===== src/rtl/imm_pkg.sv =====
// Shared opcode constants, instruction field layout and FSM state type
// used by the immediate encoder.
package imm_pkg;

    localparam logic [5:0] OP_LI   = 6'b111000;
    localparam logic [5:0] OP_LUI  = 6'b111001;
    localparam logic [5:0] OP_ADDI = 6'b110000;
    localparam logic [5:0] OP_ANDI = 6'b110010;
    localparam logic [5:0] OP_ORI  = 6'b110011;
    localparam logic [5:0] OP_B    = 6'b111111;
    localparam logic [5:0] OP_BEQ  = 6'b000000;
    localparam logic [5:0] OP_BNE  = 6'b000001;
    localparam logic [5:0] OP_LW   = 6'b001111;
    localparam logic [5:0] OP_LB   = 6'b000011;
    localparam logic [5:0] OP_SW   = 6'b011111;
    localparam logic [5:0] OP_SB   = 6'b000111;

    localparam int OPC_LSB = 26;
    localparam int RS_LSB  = 21;
    localparam int RD_LSB  = 16;
    localparam int IMM_LSB = 0;

    typedef enum logic [1:0] {
        EMPTY = 2'd0,
        ONE   = 2'd1,
        PAIR1 = 2'd2
    } state_t;

    function automatic logic [31:0] pack_instr(input logic [5:0]  op,
                                               input logic [4:0]  rs,
                                               input logic [4:0]  rd,
                                               input logic [15:0] imm);
        logic [31:0] w;
        w = '0;
        w[OPC_LSB +: 6]  = op;
        w[RS_LSB  +: 5]  = rs;
        w[RD_LSB  +: 5]  = rd;
        w[IMM_LSB +: 16] = imm;
        return w;
    endfunction

endpackage


===== src/rtl/imm_encoder_if.sv =====
// Request/response bundle between an instruction builder and the encoder.
interface imm_encoder_if;

    logic        in_valid;
    logic        in_ready;
    logic [5:0]  in_opcode;
    logic [4:0]  in_rs;
    logic [4:0]  in_rd;
    logic [31:0] in_value;
    logic        out_valid;
    logic        out_ready;
    logic [31:0] out_instr;
    logic        out_last;
    logic        out_err;

    modport master (
        output in_valid, in_opcode, in_rs, in_rd, in_value, out_ready,
        input  in_ready, out_valid, out_instr, out_last, out_err
    );

    modport slave (
        input  in_valid, in_opcode, in_rs, in_rd, in_value, out_ready,
        output in_ready, out_valid, out_instr, out_last, out_err
    );

endinterface


===== src/rtl/imm_fit_check.sv =====
// Combinational representability check: picks the immediate field for an
// opcode/value pair, flags values the field cannot reproduce, and decides li expansion.
module imm_fit_check
    import imm_pkg::*;
#(
    parameter bit EXPAND_LI = 1'b1
) (
    input  logic [5:0]  opcode_i,
    input  logic [31:0] value_i,
    output logic [5:0]  word_op_o,
    output logic [15:0] imm_o,
    output logic        err_o,
    output logic        need_pair_o,
    output logic [15:0] second_imm_o,
    output logic        zero_word_o
);

    logic signed [31:0] value_s;
    logic               fits16;
    logic               fits_br;

    assign value_s = signed'(value_i);
    assign fits16  = (value_s >= -32'sd32768)  && (value_s <= 32'sd32767);
    // Branch offsets are word-aligned, so the top reachable byte offset is 131068.
    assign fits_br = (value_s >= -32'sd131072) && (value_s <= 32'sd131068);

    assign second_imm_o = value_i[15:0];

    always_comb begin
        word_op_o   = opcode_i;
        imm_o       = value_i[15:0];
        err_o       = 1'b0;
        need_pair_o = 1'b0;
        zero_word_o = 1'b0;
        unique case (opcode_i)
            OP_LI: begin
                if (!fits16) begin
                    if (EXPAND_LI) begin
                        word_op_o   = OP_LUI;
                        imm_o       = value_i[31:16];
                        need_pair_o = (value_i[15:0] != 16'h0);
                    end else begin
                        err_o = 1'b1;
                    end
                end
            end
            OP_LUI: begin
                imm_o = value_i[31:16];
                err_o = (value_i[15:0] != 16'h0);
            end
            OP_ADDI, OP_LW, OP_LB, OP_SW, OP_SB: begin
                err_o = !fits16;
            end
            OP_ANDI, OP_ORI: begin
                err_o = (value_i[31:16] != 16'h0);
            end
            OP_B, OP_BEQ, OP_BNE: begin
                imm_o = value_i[17:2];
                err_o = (value_i[1:0] != 2'b00) || !fits_br;
            end
            default: begin
                imm_o       = 16'h0;
                err_o       = 1'b1;
                zero_word_o = 1'b1;
            end
        endcase
    end

endmodule


===== src/rtl/imm_encoder.sv =====
// Immediate encoder top: accepts build requests, emits one or two encoded
// instruction words through a one-word registered output stage.
module imm_encoder
    import imm_pkg::*;
#(
    parameter bit EXPAND_LI = 1'b1
) (
    input logic          clk,
    input logic          rst_n,
    imm_encoder_if.slave bus
);

    logic [5:0]  word_op;
    logic [15:0] imm;
    logic        err;
    logic        need_pair;
    logic [15:0] second_imm;
    logic        zero_word;

    logic [31:0] first_word_d;
    logic [31:0] second_word_d;

    state_t      state_q;
    logic        out_valid_q;
    logic [31:0] out_instr_q;
    logic        out_last_q;
    logic        out_err_q;
    logic        pend_q;
    logic [31:0] second_q;

    logic        accept;
    logic        drain;

    imm_fit_check #(
        .EXPAND_LI (EXPAND_LI)
    ) u_fit (
        .opcode_i     (bus.in_opcode),
        .value_i      (bus.in_value),
        .word_op_o    (word_op),
        .imm_o        (imm),
        .err_o        (err),
        .need_pair_o  (need_pair),
        .second_imm_o (second_imm),
        .zero_word_o  (zero_word)
    );

    assign first_word_d  = zero_word ? 32'h0 : pack_instr(word_op, bus.in_rs, bus.in_rd, imm);
    // The expanded ori builds on the lui result, so it reads and writes rd.
    assign second_word_d = pack_instr(OP_ORI, bus.in_rd, bus.in_rd, second_imm);

    assign bus.in_ready = (state_q != PAIR1) && (!out_valid_q || bus.out_ready);
    assign accept       = bus.in_valid && bus.in_ready;
    assign drain        = out_valid_q && bus.out_ready;

    always_ff @(posedge clk or negedge rst_n) begin
        if (!rst_n) begin
            state_q     <= EMPTY;
            out_valid_q <= 1'b0;
            out_instr_q <= 32'h0;
            out_last_q  <= 1'b0;
            out_err_q   <= 1'b0;
            pend_q      <= 1'b0;
            second_q    <= 32'h0;
        end else if (accept) begin
            // Accept can coincide with a drain of ONE; the new word replaces it with no bubble.
            out_valid_q <= 1'b1;
            out_instr_q <= first_word_d;
            out_err_q   <= err;
            if (need_pair) begin
                state_q    <= PAIR1;
                out_last_q <= 1'b0;
                pend_q     <= 1'b1;
                second_q   <= second_word_d;
            end else begin
                state_q    <= ONE;
                out_last_q <= 1'b1;
            end
        end else if (drain) begin
            if (pend_q) begin
                state_q     <= ONE;
                out_instr_q <= second_q;
                out_last_q  <= 1'b1;
                pend_q      <= 1'b0;
            end else begin
                state_q     <= EMPTY;
                out_valid_q <= 1'b0;
            end
        end
    end

    assign bus.out_valid = out_valid_q;
    assign bus.out_instr = out_instr_q;
    assign bus.out_last  = out_last_q;
    assign bus.out_err   = out_err_q;

endmodule


===== src/flat_wrapper.sv =====
// flat-port wrapper written by rule: the top's interface ports become plain ports
module imm_encoder_flat import imm_pkg::*;
#(
    parameter bit EXPAND_LI = 1'b1
)
  (clk, rst_n, bus_in_valid, bus_in_opcode, bus_in_rs, bus_in_rd, bus_in_value, bus_out_ready, bus_in_ready, bus_out_valid, bus_out_instr, bus_out_last, bus_out_err);
  imm_encoder_if bus_i ();
  input logic clk;
  input logic rst_n;
  input wire logic [$bits(bus_i.in_valid)-1:0] bus_in_valid;
  input wire logic [$bits(bus_i.in_opcode)-1:0] bus_in_opcode;
  input wire logic [$bits(bus_i.in_rs)-1:0] bus_in_rs;
  input wire logic [$bits(bus_i.in_rd)-1:0] bus_in_rd;
  input wire logic [$bits(bus_i.in_value)-1:0] bus_in_value;
  input wire logic [$bits(bus_i.out_ready)-1:0] bus_out_ready;
  output wire logic [$bits(bus_i.in_ready)-1:0] bus_in_ready;
  output wire logic [$bits(bus_i.out_valid)-1:0] bus_out_valid;
  output wire logic [$bits(bus_i.out_instr)-1:0] bus_out_instr;
  output wire logic [$bits(bus_i.out_last)-1:0] bus_out_last;
  output wire logic [$bits(bus_i.out_err)-1:0] bus_out_err;
  assign bus_i.in_valid = bus_in_valid;
  assign bus_i.in_opcode = bus_in_opcode;
  assign bus_i.in_rs = bus_in_rs;
  assign bus_i.in_rd = bus_in_rd;
  assign bus_i.in_value = bus_in_value;
  assign bus_i.out_ready = bus_out_ready;
  assign bus_in_ready = bus_i.in_ready;
  assign bus_out_valid = bus_i.out_valid;
  assign bus_out_instr = bus_i.out_instr;
  assign bus_out_last = bus_i.out_last;
  assign bus_out_err = bus_i.out_err;
  imm_encoder #(.EXPAND_LI(EXPAND_LI)) u_core (.clk(clk), .rst_n(rst_n), .bus(bus_i));
endmodule

===== config.mk =====
export PLATFORM = sky130hd
export DESIGN_NAME = imm_encoder_flat
export DESIGN_NICKNAME = d
export VERILOG_FILES = /design/src/rtl/imm_pkg.sv /design/src/rtl/imm_encoder_if.sv /design/src/rtl/imm_fit_check.sv /design/src/rtl/imm_encoder.sv /design/src/flat_wrapper.sv
export SDC_FILE = /design/constraint.sdc
export NUM_CORES = 1
export LEC_CHECK = 0
export CELL_PAD_IN_SITES_DETAIL_PLACEMENT = 1
export CELL_PAD_IN_SITES_GLOBAL_PLACEMENT = 1
export CORE_AREA = 2 2 94 96
export CTS_BUF_LIST = sky130_fd_sc_hd__clkbuf_8 sky130_fd_sc_hd__clkbuf_16
export DETAILED_ROUTE_END_ITERATION = 6
export DIE_AREA = 0 0 96 98
export GPL_TIMING_DRIVEN = 1
export PLACE_DENSITY = 0.88
export SYNTH_ARGS = -nofsm -noshare
export SYNTH_HDL_FRONTEND = slang
export SYNTH_SLANG_ARGS = --single-unit

===== constraint.sdc =====
create_clock -name clk -period 4.4 [get_ports clk]
set_input_delay 0.88 -clock clk [delete_from_list [all_inputs] [get_ports clk]]
set_output_delay 0.88 -clock clk [all_outputs]
set_load 0.02 [all_outputs]

# Yosys cells after proc, flatten, opt, wreduce, memory -nomap -nowiden
# Index checks and enable logic that the tools add are counted.
# totals
latch_bits	0
n_memories	0
inputBits	52
ram_bits	0
ff_bits	65
out_inout_bits	36
rom_bits	0
# classes
n_eq_ne	14
n_mux	25
n_lt_le_gt_ge	4
add_sub_neg	0
mul	0
bitwise	0
n_reduce_logical	25
n_div	0
shift	0
# ops
operator	count
2-to-1 mux 32 bit	4
one-hot mux 16 bit (4 select lines)	1
equality test 6 bit (second input constant)	6
greater-or-equal comparator 32 x 16 -> 1 bit (second input constant)	1
greater-or-equal comparator 32 x 18 -> 1 bit (second input constant)	1
less-or-equal comparator 32 x 16 -> 1 bit (second input constant)	1
less-or-equal comparator 32 x 18 -> 1 bit (second input constant)	1
nonzero test 16 bit	2
2-to-1 mux 16 bit	1
2-to-1 mux 1 bit	13
2-to-1 mux 6 bit	2
OR reduction 12 bit	1
AND reduction 2 bit	4
OR reduction 7 bit	1
equality test 6 x 1 -> 1 bit (second input constant)	1
equality test 6 x 2 -> 1 bit (second input constant)	1
equality test 6 x 3 -> 1 bit (second input constant)	1
equality test 6 x 4 -> 1 bit (second input constant)	1
equality test 6 x 5 -> 1 bit (second input constant)	1
logical NOT 6 bit	1
2-to-1 mux 2 bit	3
nonzero test 2 bit	3
logical AND 1 bit	5
one-hot mux 1 bit (5 select lines)	1
7 further kinds	11

# Depth between registers and ports, before layout
# Gate-level depths: netlist of run 1.
# logic_depth
depth_word	6
mapped_depth	8
ltp_nobuf	5

# Cells and area by module
# Synthesis of run 1 repeated with hierarchy kept, for this count alone.
# hier_totals
cells_unflattened	298
area_unflattened_um2	3350.7
# by_module_without_submodules
module	cells_each	instances	seq_area_each_um2	area_per_inst_um2
imm_encoder	180	1	1501.4	2522.4
imm_fit_check	118	1	0.0	828.3

# Worst setup path before layout of run 1
# Ideal clock, no wire load.
# synth_timing
path_type	input to register
startpoint	in bus_in_value[18]
endpoint	reg u_core.second_q[10]
cell_stages	8
arrival_time_ps	2774
setup_ps	125
setup_slack_ps	1501
required_ps	4275
path_buffers	3
path_cell_list	or4_4 > nor4_4 > a22o_4 > buf_6 > and4b_1 > buf_6 > buf_8 > mux2_4
# synth_via
elab_chain_len	5
# synth_rtl
item	line	rtl
start: declaration	flat_wrapper.sv:14	input wire logic [$bits(bus_i.in_value)-1:0] bus_in_value;
greater-or-equal comparator 32 x 16 -> 1 bit / less-or-equal comparator 32 x 16 -> 1 bit (equally long branches)	imm_fit_check.sv:23	assign fits16 = (value_s >= -32'sd32768) && (value_s <= 32'sd32767);
logical AND 1 bit *	imm_fit_check.sv:23	
2-to-1 mux 1 bit *	imm_fit_check.sv:37	if (!fits16) begin
2-to-1 mux 1 bit *	imm_fit_check.sv:35	unique case (opcode_i)
AND reduction 2 bit (no source line) *	n/a	
end signal: assignment	imm_encoder.sv:73	second_q <= second_word_d;
end: declaration	imm_encoder.sv:29	logic [31:0] second_q;
# Every way passes the cells marked *; elsewhere a longest branch is shown, timed or not.
# A chain may end at the register's enable or synchronous reset.

# Worst setup path after layout of run 1
# layout_timing
startpoint	in bus_in_value[31]
endpoint	reg u_core.second_q[25]
# The elaborated chain is that of the path after synthesis.

==> results of run 1 <==
-- critical path, cell delays in order --
cell and delay, ns:
clkdlybuf4s50_1 0.53, or4_4 0.59, nor4_4 0.40, a22o_4 0.31, and4b_1 0.47, buf_4 0.34
mux2_4 0.31
-- metrics by stage --
stage / std cells / hold slack [ns]
floorplan: 332 / 0.428
global placement: 514 / 0.445
detailed placement: 514 / 0.454
CTS: 530 / 0.469
global route: 530 / 0.499
finish: 530 / 0.468
-- area by class of cell --
cell class,count,share of cell area
tap,108,0.0301
clock inverter,5,0.0220
inverter,6,0.00502
multi-input combinational,243,0.364
clock buffer,11,0.0338
timing repair buffer,97,0.210
sequential,60,0.335
-- report_power, final --
part,internal (mW),switching [mW]
Sequential,0.619,0.0411
Clock,0.404,0.220
Combinational,0.190,0.200
-- routing by layer --
metal  routed length [µm]  vias to the layer above  share of wire  global-route usage
li1                     -                     1430              -                   -
met1                 4590                     1623           0.41               0.336
met2                 5710                      155           0.51               0.404
met3                  754                       14          0.067              0.0509
met4                  138                        0          0.012              0.0637
met5                    0                        -              0                   0
-- placed cells by master, fill, tap and decap left out, types with 2 or more instances in the layout --
cell type / netlist / layout
a21oi_1: 31 / 31
a221oi_1: 3 / 3
a222oi_1: 15 / 15
a22o_1: 2 / 2
a311oi_1: 15 / 15
buf_4: 0 / 10
bufinv_16: 0 / 3
clkbuf_8: 0 / 11
clkdlybuf4s50_1: 0 / 86
dfrtp_1: 60 / 60
inv_1: 6 / 7
mux2_2: 6 / 6
mux2_4: 15 / 15
nand2_1: 34 / 34
nand3_1: 20 / 20
nand3b_1: 2 / 2
nand4_1: 5 / 5
nor2_1: 34 / 34
nor4_1: 6 / 6
o21ai_0: 9 / 9
o22a_1: 2 / 2
o22ai_1: 2 / 2
or2_2: 16 / 16
or4_1: 5 / 5
or4_4: 2 / 2
-- flip-flops by register name, summed over array words and instances, names as in the netlist --
signal,cells
u_core.state_q,2
u_core.bus.out_instr,32
u_core.bus.out_valid,1
u_core.bus.out_err,1
u_core.bus.out_last,1
u_core.pend_q,1
u_core.second_q,22
-- cell families (layout without fill, tap and decap cells) --
group,count (synthesis),in the layout,synth area share
AOI/OAI and AO/OA,90,90,0.202
buffers and inverters,29,119,0.0440
DFF,60,60,0.459
muxes,21,21,0.0895
and+or+nand+nor,132,132,0.205
-- how the worst min path moves through the flow --
stage,to,slack (ns),cells after the start
2_1_floorplan,u_core.second_q[26]$_DFFE_PN0P_,0.43,1
4_1_cts,u_core.second_q[26]$_DFFE_PN0P_,0.47,1
5_1_grt,u_core.second_q[26]$_DFFE_PN0P_,0.50,1
3_3_place_gp,u_core.second_q[26]$_DFFE_PN0P_,0.45,1
3_5_place_dp,u_core.second_q[26]$_DFFE_PN0P_,0.45,1
6_report,u_core.second_q[26]$_DFFE_PN0P_,0.47,1
==> run_results.csv, run 1 <==
group,metric,value,unit
worst_setup_path,r2r_end,"u_core.second_q[25]$_DFFE_PN0P_",
synth,synthFlopType,"dfrtp_1",
worst_setup_path,worstSetupEndpoint,"u_core.second_q[25]$_DFFE_PN0P_",
die,rows,34,
clocking,clk_pin_slew_worst_paths,0.07,ns
worst_hold_path,hold_class,"reg -> reg",
finish,multiInputGateArea,0.00163,mm²
worst_setup_path,cp-startpoint,"bus_in_value[31]",
timing,max_freq,275,MHz
place,pre_cts_ws,0.483,ns
routing,num_vias,3222,
worst_setup_path,critPathArrivalTime,3.84,ns
power_and_ir_drop,ir_drop,0.000194,V
clocking,clkSinkCount,60,
worst_setup_path,cp.required,4.61,ns
clocking,cts_resized,0,
worst_hold_path,hold_path_startpoint,"u_core.second_q[26]$_DFFE_PN0P_",
finish,syn_to_final_growth,37.1,%
routing,dr.pass1.iters,6,
routing,drc,0,
synth,synth_top_area_frac,0.459,
worst_setup_path,critPathMaxFanout,18,
synth,avgSynthCellArea,9.85,µm²
finish,fin_util,0.530,
worst_setup_path,crit_type,"in -> reg",
global_routing,grt-ovfl-total,0,
power_and_ir_drop,power_density,374,mW/mm²
timing,rsz0062_at_grt,"false",
global_routing,grt_pass1_vias,3439,
timing,clock_skew,0.00764,ns
die,coreArea,0.00847,mm²
synth,synth_top_cell_by_area,"dfrtp_1",
place,hpwl,7930,µm
synth,ys_warn_count,0,
timing,finalSetupViolations,0,
clocking,root_buffer,"clkbuf_8",
worst_setup_path,r2r_start,"u_core.state_q[0]$_DFFE_PN0N_",
clocking,clock_latency,0.33,ns
routing,postRouteAntennaNets,0,
die,die_x,96,µm
synth,synth_cell_types,44,
clocking,cts_hold_buf,0,
clocking,cts_buffer_depth,2,
clocking,htree_num_levels,3,
clocking,numCtsBuffers,9,
power_and_ir_drop,power,1.67,mW
job,maxCapViolations,0,
clocking,cts_tree,"done",
routing,wl_per_cell,21.1,µm
finish,drive_gt1_frac,0.166,
finish,fill_cells,959,
timing,maxSlewViolCount,0,
global_routing,grt_pass1_wl,18100,µm
timing,tightest_slew,0.850,ns
worst_setup_path,r2r_cells,6,
timing,post-route-period-util,0.825,
global_routing,antenna_found_initial,0,
global_routing,gr-usage-all-layers,0.249,
finish,stdcell_area,0.00448,mm²
place,dpl-instance-area,0.00423,mm²
worst_setup_path,endpoint_kind,"register",
synth,synth_edf_count,0,
finish,n_antenna_cell,0,
power_and_ir_drop,leakage,1.79,nW
routing,drtIter0Drc,277,
synth,synth-seq-cells,60,
synth,syn-instance-count,332,
synth,syn-cell-area,0.00327,mm²
synth,yosysSeqAreaShare,0.459,
die,ioPinCount,88,
synth,synthTopCellsByCount,"dfrtp_1, nand2_1, nor2_1",
routing,vias_per_cell,6.08,
die,initial_core_util,0.386,
timing,fin_crit,3.63,ns
timing,hold_viol,0,
finish,nets,469,
place,io_buffers,87,
synth,synth_nets,384,
finish,regArea,0.00150,mm²
timing,tns,0,ns
routing,routed_wl,11200,µm
die,die_area,0.00941,mm²
synth,synth_most_common_cell,"dfrtp_1",
die,fp.dieH,98,µm
global_routing,grt_max_degree,44,
worst_setup_path,cp-start-kind,"input pin",
synth,synth.area.top_cells,"dfrtp_1, mux2_4, a21oi_1",
timing,timing.final.ws_setup,0.770,ns
place,gp_congestion,0.831,
worst_setup_path,r2r_slack,1.96,ns
synth,async_flop_share,1.00,
run_status,status,"finished, final reports clean",
clocking,post_cts_buffers,0,
timing,maxSlewHeadroom,0.428,
No activity file was read; power rests on OpenSTA's default activity.
==> inputs of run 2 (changes only) <==
CORE_AREA = 2 2 98 100   (was 2 2 94 96)
DIE_AREA = 0 0 100 102   (was 0 0 96 98)
PLACE_DENSITY = 0.82   (was 0.88)
clock period = 3.6 ns   (was 4.4 ns; I/O delays follow)
==> run_results.csv, run 2 (synthesized netlist as in run 1, its figures left out) <==
group,metric,value,unit
routing,dr.pass1.iters,5,
finish,final_common_cell,"clkdlybuf4s50_1",
run_status,status,"finished, final reports clean",
routing,drtIter0Drc,246,
routing,num_vias,3226,
die,initial_core_util,0.359,
worst_setup_path,critPathMaxStageDelay,0.52,ns
global_routing,gr-usage-all-layers,0.227,
clocking,cts_buffer_depth,2,
clocking,clk_pin_slew_worst_paths,0.07,ns
timing,max_freq,351,MHz
timing,rsz0062_at_grt,"false",
global_routing,grt_pass1_wl,17900,µm
timing,hold_viol,0,
routing,drc,0,
routing,vias_per_cell,5.96,
clocking,numCtsBuffers,9,
finish,fill_cells,1044,
clocking,clock_latency,0.35,ns
worst_setup_path,cp_cell_sequence,"clkdlybuf4s50_1 -> or2_2 -> a2111o_1 -> nand2_1 -> a222oi_1 -> a311oi_1",
die,die_x,100,µm
worst_setup_path,crit_type,"in -> reg",
global_routing,antenna_found_initial,0,
timing,tns,0,ns
worst_setup_path,endpoint_kind,"register",
power_and_ir_drop,ir_drop,0.000166,V
worst_setup_path,critPathArrivalTime,3.08,ns
routing,postRouteAntennaNets,0,
power_and_ir_drop,sequentialPowerShare,0.445,
global_routing,grt_pass1_vias,3487,
power_and_ir_drop,pwr-share-clk,0.290,
finish,layout_common_cells,"clkdlybuf4s50_1, dfrtp_1, nand2_1, nor2_1, a21oi_1",
routing,wl_per_cell,20.6,µm
clocking,cts_hold_buf,0,
finish,syn_to_final_growth,36.3,%
worst_setup_path,critPathMaxFanout,16,
power_and_ir_drop,power.switching,0.562,mW
clocking,cts_resized,0,
finish,stdcell_area,0.00446,mm²
timing,clock_skew,0.00943,ns
clocking,cts_tree,"done",
clocking,post_cts_buffers,0,
timing,tightest_slew,0.771,ns
place,hpwl,8090,µm
global_routing,grt_max_degree,32,
die,ioPinCount,88,
die,fp.dieH,102,µm
routing,routed_wl,11100,µm
power_and_ir_drop,power_frac_comb,0.265,
place,io_buffers,87,
timing,fin_crit,2.85,ns
power_and_ir_drop,power_density,406,mW/mm²
finish,n_antenna_cell,0,
clocking,htree_num_levels,3,
power_and_ir_drop,p_int,1.25,mW
finish,largest_register_ffs,32,
worst_hold_path,hold_class,"in -> async",
die,rows,35,
die,die_area,0.0102,mm²
worst_setup_path,cp.required,3.83,ns
finish,drive_gt1_frac,0.174,
timing,post-route-period-util,0.792,
timing,finalSetupViolations,0,
finish,regArea,0.00150,mm²
timing,timing.final.ws_setup,0.748,ns
clocking,clkSinkCount,60,
power_and_ir_drop,power,1.81,mW
finish,nets,477,
place,pre_cts_ws,0.410,ns
place,dpl-instance-area,0.00430,mm²
global_routing,grt-ovfl-total,0,
finish,multiInputGateArea,0.00163,mm²
power_and_ir_drop,swShare,0.310,
finish,fin_util,0.490,
worst_setup_path,crit_slowest_cell,"clkdlybuf4s50_1",
place,gp_congestion,0.925,
worst_setup_path,cp-start-kind,"input pin",
timing,maxSlewHeadroom,0.486,
die,coreArea,0.00911,mm²
job,maxCapViolations,0,
power_and_ir_drop,leakage,1.80,nW
clocking,root_buffer,"clkbuf_8",
timing,maxSlewViolCount,0,
-- run 2: critical path: cells and delay by family --
family,cells,cell delay (ns)
AOI/OAI and AO/OA,3,1.01
and+or+nand+nor,2,0.82
buffers and inverters,1,0.52
-- run 2: worst paths after layout --
path | slack, ns | cells past startpoint | startpoint | endpoint
min in group clk | 0.48 | 1 | u_core.second_q[26]$_DFFE_PN0P_ | u_core.second_q[26]$_DFFE_PN0P_
hold / removal | 0.43 | 1 | rst_n | u_core.bus.out_err$_DFFE_PN0P_
hold reg to reg | 0.48 | 1 | u_core.second_q[26]$_DFFE_PN0P_ | u_core.second_q[26]$_DFFE_PN0P_
setup / recovery | 0.75 | 6 | bus_in_opcode[3] | u_core.bus.out_instr[4]$_DFFE_PN0P_
max in group asynchronous | 2.29 | 2 | rst_n | u_core.bus.out_instr[26]$_DFFE_PN0P_
setup reg to reg | 1.53 | 7 | u_core.bus.out_valid$_DFFE_PN0P_ | u_core.bus.out_instr[4]$_DFFE_PN0P_
-- run 2: area by class of cell --
type / count / area share
clock buffer: 10 / 0.0309
clock inverter: 6 / 0.00561
inverter: 6 / 0.00505
multi-input combinational: 243 / 0.366
sequential: 60 / 0.337
tap: 111 / 0.0311
timing repair buffer: 105 / 0.224
-- run 2: routing by layer --
metal | part of all wire | track usage | routed length (µm)
met5 | 0 | 0 | 0
met1 | 0.42 | 0.276 | 4630
met2 | 0.49 | 0.384 | 5430
met4 | 0.030 | 0.105 | 334
met3 | 0.068 | 0.0527 | 754
-- run 2: power by group through the flow --
| stage | Clock, mW | Sequential [mW] | Combinational (mW) |
|---|---|---|---|
| after CTS | 0.540 | 0.807 | 0.482 |
| after floorplan | 0 | 0.871 | 0.162 |
| after global placement | 0 | 0.814 | 0.466 |
| after detailed placement | 0 | 0.818 | 0.481 |
| final | 0.525 | 0.806 | 0.480 |
| after global routing | 0.573 | 0.817 | 0.516 |
-- run 2: metrics by stage --
stage	instances	hold slack, ns
6_report	541	0.434
5_1_grt	541	0.477
4_1_cts	541	0.445
3_5_place_dp	525	0.456
3_3_place_gp	525	0.445
2_1_floorplan	332	0.424
